`config.mk`:
```
export PLATFORM = sky130hd
export DESIGN_NAME = pipeline_hazard_ctrl
export DESIGN_NICKNAME = d
export VERILOG_FILES = /design/src/rtl/pipeline_hazard_ctrl.sv
export SDC_FILE = /design/constraint.sdc
export NUM_CORES = 1
export LEC_CHECK = 0
export CORE_MARGIN = 2
export CORE_UTILIZATION = 35
export DETAILED_ROUTE_END_ITERATION = 12
export HOLD_SLACK_MARGIN = 0.05
export PLACE_DENSITY = 0.7
export SLEW_MARGIN = 5
export SYNTH_ARGS = -nofsm -noshare
export SYNTH_HDL_FRONTEND = slang
export SYNTH_SLANG_ARGS = --single-unit
```
`constraint.sdc`:
```
create_clock -name clock -period 1.6 [get_ports clock]
set_clock_uncertainty 0.1 [all_clocks]
set_input_delay 0.24 -clock clock [delete_from_list [all_inputs] [get_ports clock]]
set_output_delay 0.24 -clock clock [all_outputs]
set_load 0.02 [all_outputs]
```
`src/rtl/pipeline_hazard_ctrl.sv`:
```
// Pipeline hazard controller: load-use stalls, memory-wait stalls with
// timeout, and branch flushes. Memory wait has priority over branch, which
// has priority over load-use. A branch that arrives while a memory wait is
// starting or in progress is remembered and flushed when the wait ends.
module pipeline_hazard_ctrl #(
  parameter int unsigned MEM_TIMEOUT  = 15,
  parameter int unsigned FLUSH_CYCLES = 2
) (
  input  logic       clock,
  input  logic       reset,
  input  logic [2:0] id_rs1,
  input  logic [2:0] id_rs2,
  input  logic       exe_mem_read,
  input  logic [2:0] exe_fwd_reg,
  input  logic       mem_mem_read,
  input  logic       mem_mem_write,
  input  logic       mem_ready,
  input  logic       branch_taken,
  output logic       pc_stall,
  output logic       if_id_stall,
  output logic       id_exe_flush,
  output logic       if_id_flush,
  output logic       exe_mem_stall,
  output logic       mem_wb_bubble,
  output logic       mem_timeout,
  output logic [1:0] ctrl_state
);

  typedef enum logic [1:0] {
    IDLE     = 2'd0,
    MEM_WAIT = 2'd1,
    FLUSH    = 2'd2
  } state_t;

  localparam logic [7:0] TIMEOUT_VAL = 8'(MEM_TIMEOUT);
  localparam logic [2:0] FLUSH_VAL   = 3'(FLUSH_CYCLES);

  state_t     state, state_nxt;
  logic [7:0] wait_cnt, wait_nxt;
  logic [2:0] flush_cnt, flush_nxt;
  logic       branch_pending, pend_nxt;
  logic       timeout_nxt;
  logic       mem_wait_req;
  logic       load_use;

  assign mem_wait_req = (mem_mem_read | mem_mem_write) & ~mem_ready;
  assign load_use     = exe_mem_read && (exe_fwd_reg != 3'd0) &&
                        ((exe_fwd_reg == id_rs1) || (exe_fwd_reg == id_rs2));
  assign ctrl_state   = state;

  // State, counters, pending-branch and sticky timeout registers
  always_ff @(posedge clock or posedge reset) begin
    if (reset) begin
      state          <= IDLE;
      wait_cnt       <= '0;
      flush_cnt      <= '0;
      branch_pending <= 1'b0;
      mem_timeout    <= 1'b0;
    end else begin
      state          <= state_nxt;
      wait_cnt       <= wait_nxt;
      flush_cnt      <= flush_nxt;
      branch_pending <= pend_nxt;
      mem_timeout    <= timeout_nxt;
    end
  end

  // Next-state logic and combinational stall/flush outputs
  always_comb begin
    state_nxt     = state;
    wait_nxt      = wait_cnt;
    flush_nxt     = flush_cnt;
    pend_nxt      = branch_pending;
    timeout_nxt   = mem_timeout;
    pc_stall      = 1'b0;
    if_id_stall   = 1'b0;
    id_exe_flush  = 1'b0;
    if_id_flush   = 1'b0;
    exe_mem_stall = 1'b0;
    mem_wb_bubble = 1'b0;
    case (state)
      IDLE: begin
        if (mem_wait_req) begin
          state_nxt = MEM_WAIT;
          wait_nxt  = 8'd1;
          if (branch_taken) pend_nxt = 1'b1;
        end else if (branch_taken) begin
          state_nxt = FLUSH;
          flush_nxt = FLUSH_VAL;
        end else if (load_use) begin
          pc_stall     = 1'b1;
          if_id_stall  = 1'b1;
          id_exe_flush = 1'b1;
        end
      end
      MEM_WAIT: begin
        pc_stall      = 1'b1;
        if_id_stall   = 1'b1;
        exe_mem_stall = 1'b1;
        mem_wb_bubble = 1'b1;
        if (branch_taken) pend_nxt = 1'b1;
        if (mem_ready || (wait_cnt == TIMEOUT_VAL)) begin
          wait_nxt = '0;
          if (!mem_ready) timeout_nxt = 1'b1;
          // A branch seen on the exit cycle itself is treated as pending too.
          if (branch_pending || branch_taken) begin
            state_nxt = FLUSH;
            flush_nxt = FLUSH_VAL;
            pend_nxt  = 1'b0;
          end else begin
            state_nxt = IDLE;
          end
        end else begin
          wait_nxt = wait_cnt + 8'd1;
        end
      end
      FLUSH: begin
        if_id_flush  = 1'b1;
        id_exe_flush = 1'b1;
        if (branch_taken) begin
          flush_nxt = FLUSH_VAL;
        end else if (flush_cnt <= 3'd1) begin
          state_nxt = IDLE;
          flush_nxt = '0;
        end else begin
          flush_nxt = flush_cnt - 3'd1;
        end
      end
      default: state_nxt = IDLE;
    endcase
  end

endmodule

```
-- Yosys cells after proc, flatten, opt, wreduce, memory -nomap -nowiden
Cells that the tools add are included.
- register bits: 15
- output and inout bits: 9
- logic and storage cells: 66
- $add $sub $neg: 2
- order comparisons: 1
- eq/ne operators: 13
- mux-type cells: 29
- bitwise operators: 3
- reduce and logical (&&, ||, !) cells: 13
- operators with widths (operator ; count):
    $mux W3 ; 6
    $mux W8 ; 2
    $pmux W8 S2 ; 1
    $ne A2 B2 Y1 const B ; 7
    $mux W2 ; 6
    $mux W1 ; 9
    $pmux W3 S3 ; 1
    $add A8 B1 Y8 const B ; 1
    $eq A8 B4 Y1 const B ; 1
    $eq A3 B3 Y1 ; 2
    $pmux W1 S2 ; 3
    $pmux W2 S3 ; 1
    $reduce_bool A3 Y1 ; 2
    $reduce_and A5 Y1 ; 1
    $reduce_and A4 Y1 ; 1
    $le A3 B1 Y1 const B ; 1
    $logic_or A1 B1 Y1 ; 3
    $ne A3 B3 Y1 const B ; 1
    $reduce_and A3 Y1 ; 1
    $sub A3 B1 Y3 const B ; 1
    $eq A2 B1 Y1 const B ; 1
    $eq A2 B2 Y1 const B ; 1
    $logic_and A1 B1 Y1 ; 2
    $logic_not A2 Y1 ; 1
    other kinds (5) ; 5

-- Logic depth before layout (Yosys ltp)
Gate-level depths: netlist of run 1.
- depth after elaboration: 7
- gate-level depth with buffers: 6
- depth with buffers taken out: 5

-- Worst setup path after synthesis of run 1
Ideal clock, no wire load.
- path kind: reg-to-output
- from: register state[1] (netlist: ctrl_state[1])
- to: output pc_stall
- arrival: 1813 ps
- required time: 1260 ps
- path slack: -553 ps
- stages on the path, launching flop included: 4
- cell sequence: dfrtp_1 -> buf_2 -> o41ai_1 -> buf_4
- cells in the longest elaborated chain, start to end: 2
- elaborated cells on any way between the ends: 3
- those cells by class: eq/ne: 1; mux: 1; reduce/logical: 1
- RTL lines (item ; RTL line ; text):
    from (decl) ; 38 ; state_t state, state_nxt;
    from (signal assigned) ; 60 ; state <= state_nxt;
    $eq A2 B1 Y1 or $logic_not A2 Y1 (tied branches) ; n/a ;
    $pmux W1 S2 * ; n/a ;
    to (decl) ; 19 ; output logic pc_stall,
Every way passes the cells marked *; elsewhere a longest branch is shown, timed or not.

-- Worst setup path in the final report of run 1
- from: register state[1] (netlist: ctrl_state[1])
- to: output if_id_stall
- cells in the longest elaborated chain, start to end: 2
- elaborated cells on any way between the ends: 3
- those cells by class: eq/ne: 1; mux: 1; reduce/logical: 1
- RTL lines (item ; RTL line ; text):
    $eq A2 B1 Y1 or $logic_not A2 Y1 (tied branches) ; 81 ; case (state)
    $pmux W1 S2 * ; 81 ;
    to (decl) ; 20 ; output logic if_id_stall,
Marks and branches as above.

==> summary.txt, run 1 <==
status - finished with violations
failing checks - negative setup slack
type of the worst min-delay path - input port to async pin
net count after synthesis - 120
DRC viols - 0
largest net degree at the start of global routing - 12
GR Util All Layers - 0.171
max_cap viols - 0
Slew @ Worst Pin - 0.632 ns
H-tree levels - 1
Mapped Cells - 101
die area - 3200 sq um
Pwr Total - 2.15 mW
Final HPWL DP - 1910 um
Ys Warns - 0
CTS sink cnt - 15
Final Cycle Share - 1.09
Sw Share - 0.414
Final Hold Slack - 0.0441 ns
CTS max path bufs - 2
vias - 948
Avg Inst Size Synth - 9.59 sq um
Ant. Diodes - 0
internal power - 1.26 mW
Final #Nets - 172
Power Density - 1300 nW/um^2
commonest non-fill, non-tap cell in the layout - buf_4
sw power - 890 uW
Congestion Overflow GR - 0
Worst Path Buf+Inv - 2
Arr. time, crit path - 1.40 ns
floorplan core area - 2690 sq um
most frequent cells in the layout - buf_4, dfrtp_1, buf_6, nor2_1
I/O Pins - 25
Seq/Total Area, Yosys - 0.388
Final min period - 1.74 ns
Yosys cell types - 38
Via density - 5.18
Clk pwr share - 0.108
Initial Utilization - 0.361
leakage - 0.744 nW
worst-path cell chain - buf_6 -> o41ai_4 -> buf_4
drt pass-1 iters - 4
Final TNS setup - -0.532 ns
DR WL/cell - 13.7 um
CTS root buffer - clkbuf_4
Crit path largest cell delay - 0.44 ns
share of power burned in combinational logic - 0.624
slowest cell on the critical path - dfrtp_2
antenna violations before repair - 0
top post-synthesis cells by area - dfrtp_1, xnor2_1, a21oi_1
DP Area - 1410 sq um
die width - 56.6 um
gpl congestion - 0.782
Slew HR - 0.578
Crit Path Max Fanout - 3
unrepaired setup endpoints after global routing - yes
Rows - 19
CTS Buf Count - 3
Final Max Tran Viols - 0
area growth from synthesis to layout - 70.2%
Setup WS pre-CTS - -0.940 ns
vias in the first global route - 1021
final hold vios - 0
Crit Path Class - flip-flop to primary output
FMAX - 574 MHz
Iteration-0 DRC Markers - 18
sequential power share - 0.268
post-route antenna net violation count - 0
final instance area - 1650 sq um
first-pass GRT wire length - 4360 um
CTS tree - yes
Die Height - 56.6 um
Reg clk slew, reported paths - 0.09 ns
Worst VDD drop - 0.000867 V
Clock Latency Late Sink - 0.30 ns
Worst Path Required - 1.26 ns
Setup WS post-layout - -0.142 ns
area leader, netlist - dfrtp_1
Final setup viols - 9
PortBufs - 24
share of cells above drive strength 1 - 0.493
CP delay by family, top - flip-flops
crit path launch type - flip-flop
Yosys top cell area share - 0.388
Critical Path Sink Type - primary output
Routed WL - 2520 um
Cell Area, Synth - 968 sq um
flops & latches, synth - 15
[layout make-up]
type	count	area (sq um)
fill	217	1040
clock buffer	3	22.5
inverter	9	36.3
multi-input combinational	73	726
clock inverter	1	5.00
tap	31	38.8
sequential	15	377
timing repair buffer	51	443
[worst paths after layout]
| path | startpoint | end | slack [ns] | cells after the start |
|---|---|---|---|---|
| worst max register to register | wait_cnt[1]$_DFFE_PP0P_ | wait_cnt[3]$_DFFE_PP0P_ | -0.10 | 6 |
| max in group asynchronous | reset | wait_cnt[4]$_DFFE_PP0P_ | 0.96 | 3 |
| worst min-delay path | reset | flush_cnt[2]$_DFFE_PP0P_ | 0.04 | 2 |
| worst min register to register | mem_timeout$_DFFE_PP0P_ | mem_timeout$_DFFE_PP0P_ | 0.38 | 2 |
| min in group clock | mem_ready | mem_timeout$_DFFE_PP0P_ | 0.34 | 3 |
| worst max-delay path | ctrl_state[1]$_DFFE_PP0P_ | if_id_stall | -0.14 | 3 |
[state kept, by name (all words and copies together) (netlist names)]
signal	count
wait_cnt	8
flush_cnt	3
ctrl_state	2
branch_pending	1
mem_timeout	1
[layer usage]
metal	track usage	up-vias	part of all wire
li1	-	466	-
met1	0.229	447	0.44
met2	0.282	29	0.49
met3	0.0161	6	0.055
met4	0.0680	0	0.015
met5	0	-	0
[power groups by stage]
stage / Sequential [mW] / Combinational [mW] / Clock [mW]
final: 0.577 / 1.34 / 0.232
after global routing: 0.597 / 1.45 / 0.249
after CTS: 0.570 / 1.24 / 0.232
after detailed placement: 0.585 / 1.12 / 0
after global placement: 0.582 / 1.09 / 0
after floorplan: 0.608 / 0.637 / 0
[cell families after synthesis]
logic type / synth area share
compound gates: 0.233
xor+xnor: 0.0814
fa+ha+maj: 0.0388
buf+inv: 0.0633
flops: 0.388
mux: 0.0103
simple gates: 0.186
[metrics by stage]
stage / cells / util
after global routing: 183 / 0.613
final: 183 / 0.613
after CTS: 181 / 0.580
after floorplan: 101 / -
after detailed placement: 172 / 0.523
after global placement: 172 / 0.523
[cells in the mapped netlist]
master      n
o21ai_0     2
or3_1       1
buf_2       1
nand2_1     2
xnor2_1     6
nand2b_4    1
ha_1        3
o31ai_1     1
nand2b_1    3
or4_1       1
nor2_1     10
o311ai_0    1
xor2_1      3
dfrtp_1    15
o21a_1      1
a22o_1      2
nor3_4      1
nand4_1     1
nor3_1      3
o221ai_1    1
a21o_1      1
a31oi_1     4
o21bai_1    2
inv_1       9
a211oi_2    1
buf_4       3
a211oi_1    2
nand3b_1    1
nor4_4      1
nand3_1     2
o41ai_1     2
mux2i_1     1
and3_1      1
a41oi_1     1
a2111oi_2   1
or2_2       1
a21oi_1     8
a2bb2oi_1   1
[repair_timing]
item | 4_1_cts | 5_1_grt
setup buffers | 5 | 2
setup endpoints to repair | 17 | 22
resized for setup | 91 | 20
hold buffers | 0 | 0
pin swaps | 22 | 8
(Power assumes the default switching activity.)
==> run 2, diff against run 1 <==
Settings changed: ABC_AREA set to 1, PLACE_DENSITY 0.7 to 0.62.
==> summary.txt, run 2 <==
status - finished with violations
failing checks - design-rule violations, negative setup slack
Slew HR - 0.849
Setup WS post-layout - -0.0574 ns
Final min period - 1.66 ns
Synth Area in Compound Gates - 0.0596
commonest non-fill, non-tap cell in the layout - nand2_1
floorplan core area - 2810 sq um
post-synthesis mux area share - 0
DR WL/cell - 11.8 um
Crit path largest cell delay - 0.40 ns
Arr. time, crit path - 1.32 ns
gpl congestion - 0.829
largest net degree at the start of global routing - 16
number of flip-flops in the largest register - 8
Avg Inst Size Synth - 7.14 sq um
area leader, netlist - dfrtp_1
reg2reg path depth - 8
Setup crit start - ctrl_state[0]$_DFFE_PP0P_
Final Max Tran Viols - 0
GR Util All Layers - 0.173
Final HPWL DP - 2080 um
Final #Nets - 214
Seq/Total Area, Yosys - 0.358
leakage - 0.855 nW
type of the worst min-delay path - input port to async pin
I/O Pins - 25
Crit Path Class - flip-flop to primary output
CTS tree - yes
PortBufs - 24
CP delay by family, top - flip-flops
Most used DFF post-synth - dfrtp_1
antenna violations before repair - 0
Ys Warns - 0
FMAX - 603 MHz
Slew @ Worst Pin - 0.226 ns
Final Util - 0.547
flops & latches, synth - 15
drt pass-1 iters - 8
worst r2r dst - flush_cnt[2]$_DFFE_PP0P_
Post-synth EDFFs - 0
Power Density - 1340 nW/um^2
Die Height - 58.8 um
Cell Area, Synth - 1050 sq um
CTS sink cnt - 15
first-pass GRT wire length - 4580 um
Async S/R FF share, synth - 1.00
Yosys cell types - 22
CTS root buffer - clkbuf_4
# hold bufs at CTS - 0
Final Cycle Share - 1.04
unrepaired setup endpoints after global routing - yes
Setup crit end - if_id_stall
RR Startpoint - ctrl_state[1]$_DFFE_PP0P_
Iteration-0 DRC Markers - 33
share of cells above drive strength 1 - 0.299
Most flops, register - wait_cnt
synth cell count leaders - nand2_1, inv_1, dfrtp_1
Via density - 4.77
Final setup viols - 3
stages on the worst setup path - 7
Synth Area in Adders - 0.0358
Crit Path Max Fanout - 2
Mapped Cells - 147
Critical Path Sink Type - primary output
Yosys top cell area share - 0.358
flop-to-flop setup slack - 0.10 ns
vias - 1074
die area - 3450 sq um
DRC viols - 5
Rows - 19
post-synthesis xor/xnor area fraction - 0.0751
Ant. Diodes - 0
Reg clk slew, reported paths - 0.08 ns
largest family of logic cells by synthesized area - simple AND/OR/NAND/NOR gates
Worst Path Buf+Inv - 3
die width - 58.8 um
Routed WL - 2650 um
FILL cells - 278
area growth from synthesis to layout - 46.1%
Synth Area in Simple Gates - 0.347
CTS max path bufs - 2
Worst Path Required - 1.26 ns
post-route antenna net violation count - 0
final hold vios - 0
worst-path cell chain - buf_6 -> nor2_4 -> nand3_2 -> inv_2 -> nand3_2 -> nand2_2 -> buf_6
top post-synthesis cells by area - dfrtp_1, nand2_1, inv_1
final instance area - 1530 sq um
most frequent cells in the layout - nand2_1, inv_1, buf_4, dfrtp_1, dlygate4sd2_1
Initial Utilization - 0.374
Clock Latency Late Sink - 0.28 ns
Worst VDD drop - 0.000588 V
vias in the first global route - 1121
net count after synthesis - 166
DP Area - 1440 sq um
Congestion Overflow GR - 0
slowest cell on the critical path - dfrtp_1
H-tree levels - 1
most common cell in the netlist - nand2_1
crit path launch type - flip-flop
CTS Buf Count - 3
max_cap viols - 0
-- run 2: changes by cell type in the layout (fill, tap and decap cells not counted), sizes merged, moves of 5 or more --
| cell | previous run | this run |
|---|---|---|
| inv | 9 | 28 |
| dlygate4sd2 | 7 | 12 |
| nand4 | 1 | 6 |
| nand3 | 2 | 10 |
| buf | 38 | 28 |
| nand2 | 2 | 51 |
-- run 2: worst min-delay path by stage --
stage / from / end / slack, ns / cells past startpoint
2_1_floorplan: reset / branch_pending$_DFFE_PP0P_ / 0.04 / 1
3_3_place_gp: mem_timeout$_DFFE_PP0P_ / mem_timeout$_DFFE_PP0P_ / 0.37 / 1
3_5_place_dp: mem_timeout$_DFFE_PP0P_ / mem_timeout$_DFFE_PP0P_ / 0.37 / 1
4_1_cts: reset / wait_cnt[6]$_DFFE_PP0P_ / 0.15 / 3
5_1_grt: mem_ready / mem_timeout$_DFFE_PP0P_ / 0.19 / 2
6_report: reset / wait_cnt[6]$_DFFE_PP0P_ / 0.15 / 3
-- run 2: power by group --
group | internal, mW | total [mW] | switching (mW) | leakage [nW]
Combinational | 0.618 | 1.28 | 0.664 | 0.649
Sequential | 0.483 | 0.566 | 0.0827 | 0.191
Clock | 0.0968 | 0.210 | 0.113 | 0.0150
-- run 2: final cells by class --
type | count | area, sq um | area share
multi-input combinational | 101 | 573 | 0.374
inverter | 28 | 108 | 0.0701
tap | 31 | 38.8 | 0.0253
clock buffer | 4 | 26.3 | 0.0171
timing repair buffer | 46 | 412 | 0.268
sequential | 15 | 377 | 0.246
-- run 2: routing by layer --
metal / GRT usage / part of all wire / up-vias
met5: 0 / 0 / -
met3: 0.0176 / 0.059 / 5
li1: - / - / 543
met4: 0.0649 / 0.015 / 0
met2: 0.330 / 0.51 / 26
met1: 0.194 / 0.42 / 500
-- run 2: timing repair --
item	4_1_cts	5_1_grt
buffers inserted	3	2
pin swaps	14	1
setup endpoints to repair	8	9
resized for setup	58	8
-- run 2: per-stage QoR --
step           setup TNS [ns]  hold slack, ns  setup WS [ns]  cells  total power, mW
6_report               -0.167           0.152        -0.0574    225             2.06
5_1_grt                -0.473           0.190         -0.136    225             2.23
4_1_cts                -0.172           0.154        -0.0480    224             2.02
3_5_place_dp            -2.46           0.370         -0.658    217             1.73
3_3_place_gp            -2.17           0.371         -0.557    217             1.69
2_1_floorplan               0          0.0415         0.0535    147             1.20
-- run 2: cell families (layout without fill, tap and decap cells) --
family | after synthesis | count (layout)
AO/OA/AOI/OAI | 10 | 10
XOR/XNOR | 9 | 9
adder cells (fa/ha/maj) | 3 | 3
buffers and inverters | 31 | 78
flip-flops | 15 | 15
AND/OR/NAND/NOR | 79 | 79
-- run 2: worst register-to-register path: stages (launching register included) --
cell and delay (ns):
dfrtp_2 0.45, buf_6 0.13, nor2_4 0.15, buf_6 0.12, buf_4 0.12, nand3_2 0.13, nand2_2 0.12, nand2_1 0.06
nand2_1 0.06
==> run 3, diff against run 2 <==
Settings changed: CORE_MARGIN 2 to not set.
==> summary.txt, run 3 (synthesis gave the netlist of run 2 again) <==
status - finished with violations
failing checks - design-rule violations, negative setup slack
Rows - 19
vias in the first global route - 1072
CTS sink cnt - 15
Reg clk slew, reported paths - 0.09 ns
Routed WL - 2700 um
CTS root buffer - clkbuf_4
Arr. time, crit path - 1.31 ns
Final TNS setup - -0.149 ns
# hold bufs at CTS - 0
largest net degree at the start of global routing - 16
Worst Path Required - 1.26 ns
Iteration-0 DRC Markers - 41
Final Max Tran Viols - 0
vias - 1070
Cell Count, Final, Fillers Out - 224
Final Hold Slack - 0.144 ns
Congestion Overflow GR - 0
Final #Nets - 213
leakage - 0.879 nW
Placed Cells - 218
Final setup viols - 3
Most flops, register - wait_cnt
Ant. Diodes - 0
number of flip-flops in the largest register - 8
max_cap viols - 0
Worst VDD drop - 0.000713 V
drt pass-1 iters - 8
area growth from synthesis to layout - 47.6%
Crit Path Class - flip-flop to primary output
CTS tree - yes
Final Cycle Share - 1.03
type of the worst min-delay path - input port to async pin
Crit Path Max Fanout - 3
Critical Path Sink Type - primary output
first-pass GRT wire length - 4340 um
antenna violations before repair - 0
Setup WS post-layout - -0.0522 ns
PortBufs - 24
share of cells above drive strength 1 - 0.290
Initial Utilization - 0.374
H-tree levels - 1
Power Density - 1330 nW/um^2
I/O Pins - 25
crit path launch type - flip-flop
die width - 56.8 um
GR Util All Layers - 0.176
Final min period - 1.65 ns
Clock Latency Late Sink - 0.29 ns
Slew HR - 0.850
CTS Buf Count - 3
DRC viols - 12
unrepaired setup endpoints after global routing - yes
Die Height - 56.8 um
CTS max path bufs - 2
commonest non-fill, non-tap cell in the layout - nand2_1
most frequent cells in the layout - nand2_1, inv_1, buf_4, dfrtp_1, dlygate4sd2_1
gpl congestion - 0.819
Final HPWL DP - 2060 um
FMAX - 605 MHz
die area - 3220 sq um
final hold vios - 0
floorplan core area - 2810 sq um
Via density - 4.78
DR WL/cell - 12.0 um
Slew @ Worst Pin - 0.222 ns
post-route antenna net violation count - 0
run 3: changes by cell type in the layout (fill, tap and decap cells not counted), moves of 2 or more:
| cell | delta |
|---|---|
| nor2_2 | +2 |
| dlygate4sd2_1 | -3 |
| nand3_2 | -2 |
| nand3_4 | +2 |
| dlymetal6s2s_1 | +3 |
| buf_6 | -2 |
| inv_1 | +2 |
| inv_2 | -2 |
run 3: through the flow:
step                       util  cell area, sq um  setup WS, ns  power, mW
final                     0.552              1550       -0.0522       2.06
after global routing      0.552              1550        -0.111       2.22
after global placement    0.516              1450        -0.555       1.70
after detailed placement  0.516              1450        -0.648       1.73
after CTS                 0.529              1490        -0.102       1.97
after floorplan               -              1050        0.0535       1.20
run 3: report_power, final:
part / switching, mW / leakage, nW / internal [mW]
clock network: 0.124 / 0.0150 / 0.0970
logic: 0.669 / 0.672 / 0.610
registers: 0.0774 / 0.192 / 0.480
run 3: cell type report:
class	count	area (sq um)
Inverter	28	108
Multi-Input combinational cell	101	593
Timing Repair Buffer	45	408
Clock buffer	4	26.3
Sequential cell	15	375
Fill cell	266	1260
Tap cell	31	38.8
run 3: critical path, stage by stage, from the launching register on:
cell and delay, ns:
dfrtp_1 0.42, nor2_2 0.16, nand3_2 0.09, inv_2 0.08, nand3_4 0.08, nand2_4 0.08
buf_6 0.11
run 3: timing repair:
action                                  CTS  global route
gates cloned                              0             0
endpoints found under the setup margin    9             6
buffers inserted                          2             1
pin swaps                                 3            13
resized for setup                        45            19
run 3: final timing paths:
kind	startpoint	end	depth (start not counted)	slack (ns)
setup / recovery	ctrl_state[1]$_DFFE_PP0P_	pc_stall	6	-0.05
hold / removal	reset	wait_cnt[6]$_DFFE_PP0P_	3	0.14
setup reg to reg	ctrl_state[1]$_DFFE_PP0P_	wait_cnt[4]$_DFFE_PP0P_	9	0.08
hold reg to reg	mem_timeout$_DFFE_PP0P_	mem_timeout$_DFFE_PP0P_	1	0.39
max in group asynchronous	reset	wait_cnt[7]$_DFFE_PP0P_	3	1.07
min in group clock	mem_ready	mem_timeout$_DFFE_PP0P_	2	0.18
run 3: metal layers:
metal | GRT usage | vias to the layer above | part of all wire
li1 | - | 541 | -
met1 | 0.181 | 490 | 0.42
met2 | 0.342 | 34 | 0.51
met3 | 0.0253 | 5 | 0.050
met4 | 0.0871 | 0 | 0.019
met5 | 0 | - | 0
==> RTL edit: new RTL, config.mk and constraints of run 1 <==
Register the output `mem_timeout` once more, with the module's reset; this adds one clock of latency there. The other outputs are not delayed to match.
--- a/src/rtl/pipeline_hazard_ctrl.sv
+++ b/src/rtl/pipeline_hazard_ctrl.sv
@@ -35,6 +35,8 @@
   localparam logic [7:0] TIMEOUT_VAL = 8'(MEM_TIMEOUT);
   localparam logic [2:0] FLUSH_VAL   = 3'(FLUSH_CYCLES);
 
+  logic mem_timeout_s0;
+
   state_t     state, state_nxt;
   logic [7:0] wait_cnt, wait_nxt;
   logic [2:0] flush_cnt, flush_nxt;
@@ -55,13 +57,13 @@
       wait_cnt       <= '0;
       flush_cnt      <= '0;
       branch_pending <= 1'b0;
-      mem_timeout    <= 1'b0;
+      mem_timeout_s0 <= 1'b0;
     end else begin
       state          <= state_nxt;
       wait_cnt       <= wait_nxt;
       flush_cnt      <= flush_nxt;
       branch_pending <= pend_nxt;
-      mem_timeout    <= timeout_nxt;
+      mem_timeout_s0 <= timeout_nxt;
     end
   end
 
@@ -71,7 +73,7 @@
     wait_nxt      = wait_cnt;
     flush_nxt     = flush_cnt;
     pend_nxt      = branch_pending;
-    timeout_nxt   = mem_timeout;
+    timeout_nxt   = mem_timeout_s0;
     pc_stall      = 1'b0;
     if_id_stall   = 1'b0;
     id_exe_flush  = 1'b0;
@@ -130,5 +132,13 @@
     endcase
   end
 
+  always_ff @(posedge clock or posedge reset) begin
+    if (reset) begin
+      mem_timeout <= '0;
+    end else begin
+      mem_timeout <= mem_timeout_s0;
+    end
+  end
+
 endmodule
 
Formal check against the unedited RTL: no difference found for any inputs over 10 cycles, from zero or initial values and one cycle with reset high; that may be too few to reach the edited logic, so the function may still have changed.
==> RTL edit against run 1 <==
  * The flow still finishes with violations (setup timing)
  * Area after synthesis increased by 1.2%
  * Utilization decreased by 3.6 points
  * Routed wire length increased by 11%
  * Cell area decreased by 5.1%
  * Highest routed layer unchanged
  * Total power decreased by 0.44%
  * Sequential cell count increased by 1
  * Setup slack improved by 0.11 ns
==> RTL edit: results (changes against run 1) <==
final_layout:
  seq_cell_count: 16  # +1
  antenna_cells: 0  # unchanged
  stdcell_count: 193  # +5.5%
  fill_cells: 240  # +11%
  drive_gt1_share_pct: 46.9  # -2.4 points
  nClkBuffers: 4  # +1
  multi_input_area_share_pct: 40.2  # -3.8 points
  inv_count: 10  # +1
  multi_input_comb_cells: 77  # +5.5%
  largest-register: "wait_cnt"
  n_all_buffers: 55  # +7.8%
  clkCellAreaFrac_pct: 2.32  # +0.65 points
  area_growth_pct: 59.6
logic_synthesis:
  ys_top_cells_by_area: "dfrtp_1 (41%), xor2_1 (6.3%), a21oi_1 (5.6%)"
  synth_area_per_cell_um2: 9.24  # -3.6%
  netlist_area_um2: 980  # +1.2%
  synthMuxAreaShare_pct: 2.04  # +1.0 points
  synth_top_cells_by_count: "dfrtp_1 (16), a21oi_1 (11), inv_1 (9)"
  synth_cell_types: 34  # -11%
  synth_compound_area_share_pct: 21.6  # -1.7 points
  synthAdderAreaFrac_pct: 3.83  # -0.045 points
  syn_nets: 125  # +4.2%
  yosysSeqAreaShare_pct: 40.9  # +2.1 points
  yosys.area_share.xor_xnor_pct: 8.05  # -0.094 points
placed_design:
  dp_slack_ns: -0.822  # +0.118 ns
  hpwl_um: 2060  # +7.9%
  placed_cell_area_mm2: 0.00142  # +0.71%
  placedCellCount: 179  # +4.1%
  gp_congestion: 0.841  # +7.5%
global_route:
  grt_pass1_vias: 987  # -3.3%
  gr-usage-all-layers_pct: 17.0  # -0.038 points
  grt_pass1_wl_um: 4330  # -0.78%
  use_met1_pct: 20.0  # -2.9 points
  grt_use_met2_pct: 30.2  # +2.0 points
  grt_start_max_net_pins: 17  # +5
clock_network:
  path_clk_slew_ns: 0.11  # +0.02 ns
  numCtsBuffers: 3  # unchanged
timing:
  slew_viol_final: 0  # unchanged
  tns_ns: -0.0344  # +0.498 ns
  fin_ws_ns: -0.0344  # +0.108 ns
  setup_viol: 1  # -8
  holdWs_ns: 0.135  # +0.0912 ns
worst_setup_path:
  cpMaxStageDelayCell: "nor4b_2"
  path_max_fanout: 2  # -1
  r2r_setup_slack_ns: 0.03  # +0.13 ns
  cpPeakStageDelay_ns: 0.23  # -0.21 ns
  cp.arrival_ns: 1.29  # -0.11 ns
  worst_path_dominant_cell_family: "compound AO/OA/AOI/OAI gates"
outcome:
  outcome: "finished, violations left"
  violations: "setup timing"
drt:
  routed-wl-met3_um: 114  # -17%
  viasPerCell: 5.38  # +3.9%
  met1Wirelength_um: 1150  # +4.7%
  wl_met2_um: 1470  # +19%
  post_drt_wl_per_cell_um: 14.5  # +5.3%
  drt_iter0_drc: 23  # +5
power_and_ir_drop:
  p_leak_nw: 0.745  # about the same
  peakVddDrop_v: 0.00111  # +28%
RTL edit: worst paths after layout:
| check | startpoint | to | cells past startpoint |
|---|---|---|---|
| setup / recovery | mem_mem_write | id_exe_flush | 6 |
| hold / removal | reset | wait_cnt[1] | 3 |
| setup reg to reg | wait_cnt[1] | flush_cnt[1] | 5 |
| hold reg to reg | mem_timeout_s0 | mem_timeout | 0 |
| max in group asynchronous | reset | ctrl_state[0] | 3 |
| min in group clock | mem_ready | mem_timeout_s0 | 3 |
RTL edit: power breakdown:
group	internal, W	leakage, nW	switching [W]
combinational	0.000629	0.528	0.000627
sequential	0.000503	0.196	0.0000994
clock	0.000139	0.0210	0.000141
total	0.00127	0.745	0.000868
RTL edit: timing repair:
| item | 4_1_cts | 5_1_grt |
|---|---|---|
| setup endpoints to repair | 19 | 11 |
| resized for setup | 66 | 25 |
| pin swaps | 9 | 14 |
| buffers inserted | 6 | 4 |
